--- config.mk ---
export PLATFORM = sky130hd
export DESIGN_NAME = ctrl_pipe
export DESIGN_NICKNAME = d
export VERILOG_FILES = /design/src/rtl/ctrl_pkg.sv /design/src/rtl/main_decoder.sv /design/src/rtl/ctrl_pipe.sv
export SDC_FILE = /design/constraint.sdc
export NUM_CORES = 1
export LEC_CHECK = 0
export ABC_AREA = 0
export BUFFER_PORTS_ARGS = -buffer_cell sky130_fd_sc_hd__clkbuf_2
export CORE_MARGIN = 4
export CORE_UTILIZATION = 34
export DETAILED_ROUTE_END_ITERATION = 12
export MAX_ROUTING_LAYER = met4
export PLACE_DENSITY = 0.72
export SETUP_SLACK_MARGIN = 0.05
export SYNTH_ARGS = -nofsm -noshare
export SYNTH_HDL_FRONTEND = slang
export SYNTH_SLANG_ARGS = --single-unit
export TNS_END_PERCENT = 1
--- constraint.sdc ---
create_clock -name clk -period 0.8 [get_ports clk]
set_clock_uncertainty 0.15 [all_clocks]
set_input_delay 0.08 -clock clk [delete_from_list [all_inputs] [get_ports clk]]
set_output_delay 0.08 -clock clk [all_outputs]
set_load 0.02 [all_outputs]
--- src/rtl/ctrl_pkg.sv ---
// rtl/ctrl_pkg.sv - opcode, ALUOp constants and per-stage control group types
package ctrl_pkg;

   localparam logic [5:0] OP_RTYPE = 6'b000000;
   localparam logic [5:0] OP_LW    = 6'b100011;
   localparam logic [5:0] OP_SW    = 6'b101011;
   localparam logic [5:0] OP_BEQ   = 6'b000100;
   localparam logic [5:0] OP_ADDI  = 6'b001000;

   localparam logic [1:0] ALUOP_ADD   = 2'b00;
   localparam logic [1:0] ALUOP_SUB   = 2'b01;
   localparam logic [1:0] ALUOP_RTYPE = 2'b10;

   typedef struct packed {
      logic [1:0] alu_op;
      logic       alu_src;
      logic       reg_dst;
   } ex_ctrl_t;

   typedef struct packed {
      logic mem_read;
      logic mem_write;
      logic branch;
   } mem_ctrl_t;

   typedef struct packed {
      logic reg_write;
      logic mem_to_reg;
   } wb_ctrl_t;

endpackage

--- src/rtl/main_decoder.sv ---
// rtl/main_decoder.sv - combinational main-control decode of opcode/funct into the control word
module main_decoder
   import ctrl_pkg::*;
#(
   parameter int FUNCT_W = 6
) (
   input  logic [5:0]         opcode,
   input  logic [5:0]         funct_in,
   output ex_ctrl_t           ex,
   output mem_ctrl_t          mem,
   output wb_ctrl_t           wb,
   output logic [FUNCT_W-1:0] funct,
   output logic               illegal
);

   always_comb begin
      ex      = '0;
      mem     = '0;
      wb      = '0;
      funct   = '0;
      illegal = 1'b0;
      case (opcode)
         OP_RTYPE: begin
            ex.alu_op    = ALUOP_RTYPE;
            ex.reg_dst   = 1'b1;
            wb.reg_write = 1'b1;
            funct        = FUNCT_W'(funct_in);
         end
         OP_LW: begin
            ex.alu_op     = ALUOP_ADD;
            ex.alu_src    = 1'b1;
            mem.mem_read  = 1'b1;
            wb.reg_write  = 1'b1;
            wb.mem_to_reg = 1'b1;
         end
         OP_SW: begin
            ex.alu_op     = ALUOP_ADD;
            ex.alu_src    = 1'b1;
            mem.mem_write = 1'b1;
         end
         OP_BEQ: begin
            ex.alu_op  = ALUOP_SUB;
            mem.branch = 1'b1;
         end
         OP_ADDI: begin
            ex.alu_op    = ALUOP_ADD;
            ex.alu_src   = 1'b1;
            wb.reg_write = 1'b1;
         end
         // unsupported opcodes travel as a NOP tagged illegal
         default: illegal = 1'b1;
      endcase
   end

endmodule

--- src/rtl/ctrl_pipe.sv ---
// rtl/ctrl_pipe.sv - control decode plus ID/EX, EX/MEM, MEM/WB control registers; CTRL_PERF_CNT_EN adds bubble_cnt
module ctrl_pipe
   import ctrl_pkg::*;
#(
   parameter int FUNCT_W = 6,
   parameter int CNT_W   = 32
) (
   input  logic               clk,
   input  logic               rstn,
   input  logic [31:0]        id_instr,
   input  logic               stall,
   input  logic               flush,
   output logic [1:0]         ex_alu_op,
   output logic [FUNCT_W-1:0] ex_funct,
   output logic               ex_alu_src,
   output logic               ex_reg_dst,
   output logic               ex_illegal,
   output logic               mem_read,
   output logic               mem_write,
   output logic               mem_branch,
   output logic               wb_reg_write,
   output logic               wb_mem_to_reg
`ifdef CTRL_PERF_CNT_EN
   ,
   output logic [CNT_W-1:0]   bubble_cnt
`endif
);

   ex_ctrl_t           dec_ex;
   mem_ctrl_t          dec_mem;
   wb_ctrl_t           dec_wb;
   logic [FUNCT_W-1:0] dec_funct;
   logic               dec_illegal;

   ex_ctrl_t           idex_ex;
   logic [FUNCT_W-1:0] idex_funct;
   logic               idex_illegal;
   mem_ctrl_t          idex_mem;
   wb_ctrl_t           idex_wb;
   mem_ctrl_t          exmem_mem;
   wb_ctrl_t           exmem_wb;
   wb_ctrl_t           memwb_wb;

   logic bubble;

   assign bubble = stall | flush;

   main_decoder #(.FUNCT_W(FUNCT_W)) u_dec (
      .opcode   (id_instr[31:26]),
      .funct_in (id_instr[5:0]),
      .ex       (dec_ex),
      .mem      (dec_mem),
      .wb       (dec_wb),
      .funct    (dec_funct),
      .illegal  (dec_illegal)
   );

   // stall and flush share one bubble; flush also squashes the older instruction in EX/MEM
   always_ff @(posedge clk or negedge rstn) begin
      if (!rstn) begin
         idex_ex      <= '0;
         idex_funct   <= '0;
         idex_illegal <= 1'b0;
         idex_mem     <= '0;
         idex_wb      <= '0;
         exmem_mem    <= '0;
         exmem_wb     <= '0;
         memwb_wb     <= '0;
      end else begin
         if (bubble) begin
            idex_ex      <= '0;
            idex_funct   <= '0;
            idex_illegal <= 1'b0;
            idex_mem     <= '0;
            idex_wb      <= '0;
         end else begin
            idex_ex      <= dec_ex;
            idex_funct   <= dec_funct;
            idex_illegal <= dec_illegal;
            idex_mem     <= dec_mem;
            idex_wb      <= dec_wb;
         end
         if (flush) begin
            exmem_mem <= '0;
            exmem_wb  <= '0;
         end else begin
            exmem_mem <= idex_mem;
            exmem_wb  <= idex_wb;
         end
         memwb_wb <= exmem_wb;
      end
   end

`ifdef CTRL_PERF_CNT_EN
   always_ff @(posedge clk or negedge rstn) begin
      if (!rstn) begin
         bubble_cnt <= '0;
      end else if (bubble) begin
         bubble_cnt <= bubble_cnt + 1'b1;
      end
   end
`endif

   assign ex_alu_op     = idex_ex.alu_op;
   assign ex_funct      = idex_funct;
   assign ex_alu_src    = idex_ex.alu_src;
   assign ex_reg_dst    = idex_ex.reg_dst;
   assign ex_illegal    = idex_illegal;
   assign mem_read      = exmem_mem.mem_read;
   assign mem_write     = exmem_mem.mem_write;
   assign mem_branch    = exmem_mem.branch;
   assign wb_reg_write  = memwb_wb.reg_write;
   assign wb_mem_to_reg = memwb_wb.mem_to_reg;

endmodule

==> results.yml, run 1 <==
route:
  drcViolationCount: 0
  drt_iter0_drc: 2
  wirelength_um: 1415
  vias: 538
  wl_per_cell_um: 11.79
  drt_first_pass_iters: 2
  vias_per_cell: 4.483
  antenna_left: 0
global_routing:
  grt_overflow: 0
  grt_pass1_wl_um: 2104
  track_usage: 0.1091
  antenna_found_initial: 0
  grt_max_degree: 21
  grt_pass1_vias: 539
die:
  dieHeight_um: 53.19
  start_util: 0.3576
  fp.dieW_um: 53.19
  ioPinCount: 52
  fp-row-count: 16
  die-area_um2: 2829
  fp.coreArea_um2: 1942
worst_setup_path:
  r2r_slack_ns: 0
  cp-start-kind: "flop"
  slowest_stage: "dfrtp_1"
  arrival_ns: 0.83
  path_class: "reg2out"
  cp_max_fo: 2
  crit_family: "flip-flops"
  path_cells: "buf_6"
  crit_path_end_kind: "output pin"
  path_buf_inv: 1
  required_ns: 0.57
  max_stage_delay_ns: 0.41
synth:
  ys_types: 21
  ys_ff_latch: 20
  synth-edff-count: 0
  netlist_area_um2: 694.4
  syn_nets: 85
  synth_flop_cell: "dfrtp_1"
  seq_area_frac_synth: 0.7207
  synth_async_sr_flop_share: 1.000
  syn_area_per_cell_um2: 14.17
  syn_inst: 49
  yosysWarnings: 0
worst_hold_path:
  min_path_type: "in2reg"
power_and_ir_drop:
  total_power_uw: 1987
  p_per_area_nw_per_um2: 1817
  vdd_drop_max_mv: 0.8585
  power_leakage_uw: 0.0005837
timing:
  finalHoldViolations: 16
  fin_ws_ns: -0.2614
  fin_crit_sh: 1.327
  tightest_slew_ns: 0.3432
  period_needed_ns: 1.061
  slew_headroom: 0.7695
  holdWs_ns: -0.1631
  setup_tns_ns: -5.480
  setup_violations: 27
  fmax_mhz: 942.1
  slew_viol_final: 0
  rsz0062_at_grt: "true"
status:
  status: "complete, but fails checks"
  failed_checks: "negative hold slack, negative setup slack"
final_layout:
  diodes: 0
  layout-drive-gt1-share: 0.5699
  mostFrequentLayoutCells: "20 x dfrtp_1, 15 x clkbuf_2, 13 x buf_2, 7 x buf_4, 6 x and2_1"
  final_common_cell: "dfrtp_1"
  fin_util: 0.5631
  syn2layout_area_growth_pct: 57.48
  layout.nets: 130
  largest_register_ffs: 6
  fin_cells: 120
cts:
  cts_hold_buffers: 1
  clockBufferDepth: 2
  root_buffer: "clkbuf_4"
  cts_tree: "yes"
  cts_buffers: 3
  cts_sinks: 20
  ctsHtreeMaxLevel: 1
  cts_setup_buffers: 0
  clkLatencyLatePin_ns: 0.29
  clkSlewWorstSetupHoldPaths_ns: 0.11
placement:
  port_buffers: 31
  dpl.cell_count: 115
  gp_congestion: 0.7894
  dp_hpwl_um: 1050
flow_run:
  max_cap_viol_count: 0
-- metrics by stage --
step | hold WS [ns] | cell area, um^2 | worst slack [ns]
2_1_floorplan | -0.3656 | 694.4 | -0.3300
3_3_place_gp | -0.1325 | 955.9 | -0.4868
3_5_place_dp | -0.1260 | 955.9 | -0.5062
4_1_cts | -0.1662 | 1045 | -0.2868
5_1_grt | -0.1807 | 1094 | -0.3082
6_report | -0.1631 | 1094 | -0.2614
-- repair_timing --
item | in CTS | in global routing
gates resized for setup | 5 | 25
endpoints found under the hold margin | 37 | 16
setup endpoints to repair | 29 | 32
pin swaps | 6 | 7
-- metal layers --
metal	routed length [um]	share of wire	up-vias	GRT usage
met2	825	0.58	18	0.1901
met3	70	0.049	4	0.008451
met1	503	0.36	260	0.1095
met4	16	0.011	0	0.09362
li1	-	-	256	-
met5	0	0	-	-
-- where the power goes --
part | total (uW) | internal (uW) | switching, uW
registers | 1020 | 1020 | 1.29
clock network | 790 | 506 | 284
logic | 180 | 88.0 | 91.7
total | 1990 | 1610 | 377
-- synth_stat cells (2+ instances only) --
cell,instances,share of area
nor2b_1,3,0.027
and2_1,6,0.054
nor2_1,2,0.011
dfrtp_1,20,0.72
nor3_1,2,0.014
-- cell type report --
type / instances / area (um^2)
Clock buffer: 3 / 22.52
Sequential cell: 20 / 500.5
Timing Repair Buffer: 41 / 267.8
Tap cell: 27 / 33.78
Fill cell: 177 / 848.3
Clock inverter: 1 / 30.03
Inverter: 1 / 3.754
Multi-Input combinational cell: 27 / 235.2
-- kinds of logic after synthesis --
family / share of synthesized area
buffers and inverters: 0.01622
AO/OA/AOI/OAI: 0.02703
AND/OR/NAND/NOR: 0.2361
flip-flops: 0.7207
-- worst paths after layout --
kind / endpoint / cells after the start / from
min in group asynchronous: ex_funct[5] / 3 / rstn
worst min register to register: wb_reg_write / 0 / exmem_wb[1]
worst max register to register: mem_branch / 1 / ex_alu_op[0]
max in group asynchronous: idex_mem[2] / 3 / rstn
worst max-delay path: mem_read / 1 / exmem_wb[0]
worst min-delay path: ex_funct[3] / 2 / id_instr[3]
Power figures use the tool's default switching activity.
==> run 2, diff against run 1 <==
Settings changed: CORE_UTILIZATION 34 to 36, CTS_BUF_LIST set to sky130_fd_sc_hd__clkbuf_8, CTS_CLUSTER_SIZE set to 10, GPL_TIMING_DRIVEN set to 0, PLACE_DENSITY 0.72 to 0.76.
==> results.yml, run 2 (same netlist as run 1, synthesis figures left out) <==
status:
  failed_checks: "negative hold slack, negative setup slack"
  status: "complete, but fails checks"
power_and_ir_drop:
  power_frac_comb: 0.065
  total_power_uw: 1879
  power_switching_uw: 375.1
  p_clk_frac: 0.393
  vdd_drop_max_mv: 0.7496
  seqPwrFrac: 0.542
  power_leakage_uw: 0.0005290
  internal_power_uw: 1504
  p_per_area_nw_per_um2: 1906
  power.share.switching: 0.1996
cts:
  cts_sinks: 20
  cts_buffers: 3
  cts_tree: "yes"
  clockBufferDepth: 2
  root_buffer: "clkbuf_8"
  clkLatencyLatePin_ns: 0.25
  ctsHtreeMaxLevel: 1
  clkSlewWorstSetupHoldPaths_ns: 0.07
worst_setup_path:
  reg2reg_from: "ex_alu_op[0]"
  reg2reg_to: "mem_branch"
  r2r_cells: 1
  arrival_ns: 0.89
  required_ns: 0.57
  cp-start-kind: "flop"
  path_class: "reg2out"
  cp-startpoint: "ex_alu_op[0]"
  cp_max_fo: 2
  r2r_slack_ns: -0.01
  crit_path_end_kind: "output pin"
placement:
  port_buffers: 31
  placed_cell_area_um2: 880.8
  gp_congestion: 0.7841
  dpl.cell_count: 105
  dp_hpwl_um: 907.6
timing:
  finalHoldViolations: 37
  slew_headroom: 0.6980
  period_needed_ns: 1.116
  holdWs_ns: -0.3891
  slew_viol_final: 0
  rsz0062_at_grt: "true"
  setup_violations: 27
  fin_crit_sh: 1.395
  fin_ws_ns: -0.3163
  fmax_mhz: 895.8
  tightest_slew_ns: 0.4530
global_routing:
  grt_overflow: 0
  grt_max_degree: 21
  track_usage: 0.1028
  antenna_found_initial: 0
  grt_pass1_wl_um: 1842
  grt_pass1_vias: 443
route:
  antenna_left: 0
  drcViolationCount: 0
  vias_per_cell: 4.606
  drt_iter0_drc: 2
  vias: 502
  wirelength_um: 1274
  drt_first_pass_iters: 2
  wl_per_cell_um: 11.69
final_layout:
  final_common_cell: "dfrtp_1"
  syn2layout_area_growth_pct: 41.98
  layout-drive-gt1-share: 0.5119
  diodes: 0
  layout.nets: 121
  fin_cells: 109
  largest_register_ffs: 6
  mostFrequentLayoutCells: "20 x dfrtp_1, 14 x clkbuf_2, 14 x buf_2, 6 x and2_1, 4 x clkbuf_8"
  final_cell_area_um2: 985.9
die:
  die-area_um2: 2696
  fp-row-count: 15
  dieHeight_um: 51.92
  fp.dieW_um: 51.92
  start_util: 0.3895
  fp.coreArea_um2: 1783
  ioPinCount: 52
flow_run:
  max_cap_viol_count: 0
worst_hold_path:
  min_path_type: "in2async"
## run 2: critical path, stage by stage, from the launching register on
cell and delay [ns]:
dfrtp_1 0.40, buf_6 0.12, buf_8 0.11
## run 2: per-stage QoR
step	util	setup WS [ns]	setup TNS [ns]
4_1_cts	0.5389	-0.3438	-5.422
5_1_grt	0.5530	-0.3452	-5.979
2_1_floorplan	-	-0.3300	-2.933
3_5_place_dp	0.4940	-0.5735	-5.969
6_report	0.5530	-0.3163	-5.190
3_3_place_gp	0.4940	-0.5349	-5.739
## run 2: layer usage
metal | track usage | up-vias | part of all wire
met1 | 0.1074 | 236 | 0.39
met3 | 0.02579 | 6 | 0.075
met2 | 0.1527 | 24 | 0.50
met4 | 0.1048 | 0 | 0.031
met5 | - | - | 0
li1 | - | 236 | -
## run 2: what timing repair did
action                                 CTS  global route
pin swaps                                6             4
setup endpoints to repair               30            34
gates cloned                             0             0
gates resized for setup                  5            22
endpoints found under the hold margin   37            36
setup buffers                            0             0
## run 2: cell type report
cell class,count,area [um^2]
repair buffers,31,177.7
well taps,25,31.28
flip-flops and latches,20,500.5
clock buffers,4,55.05
multi-input cells,27,206.4
inverters,1,3.754
plain buffers,1,11.26
fillers,150,797.0
## run 2: worst max path at each step
stage | slack (ns) | cells after the start | end
CTS | -0.34 | 2 | ex_alu_op[0]
detailed placement | -0.57 | 4 | ex_funct[4]
floorplan | -0.33 | 3 | ex_funct[0]
finish | -0.32 | 2 | ex_alu_op[0]
global route | -0.35 | 2 | ex_alu_op[0]
global placement | -0.53 | 4 | ex_funct[3]
## run 2: power by group through the flow
stage	Combinational (uW)	Clock [uW]	Sequential, uW
floorplan	26.8	0	1040
global placement	107	0	1040
detailed placement	109	0	1040
CTS	116	759	1020
global route	136	811	1020
finish	123	738	1020
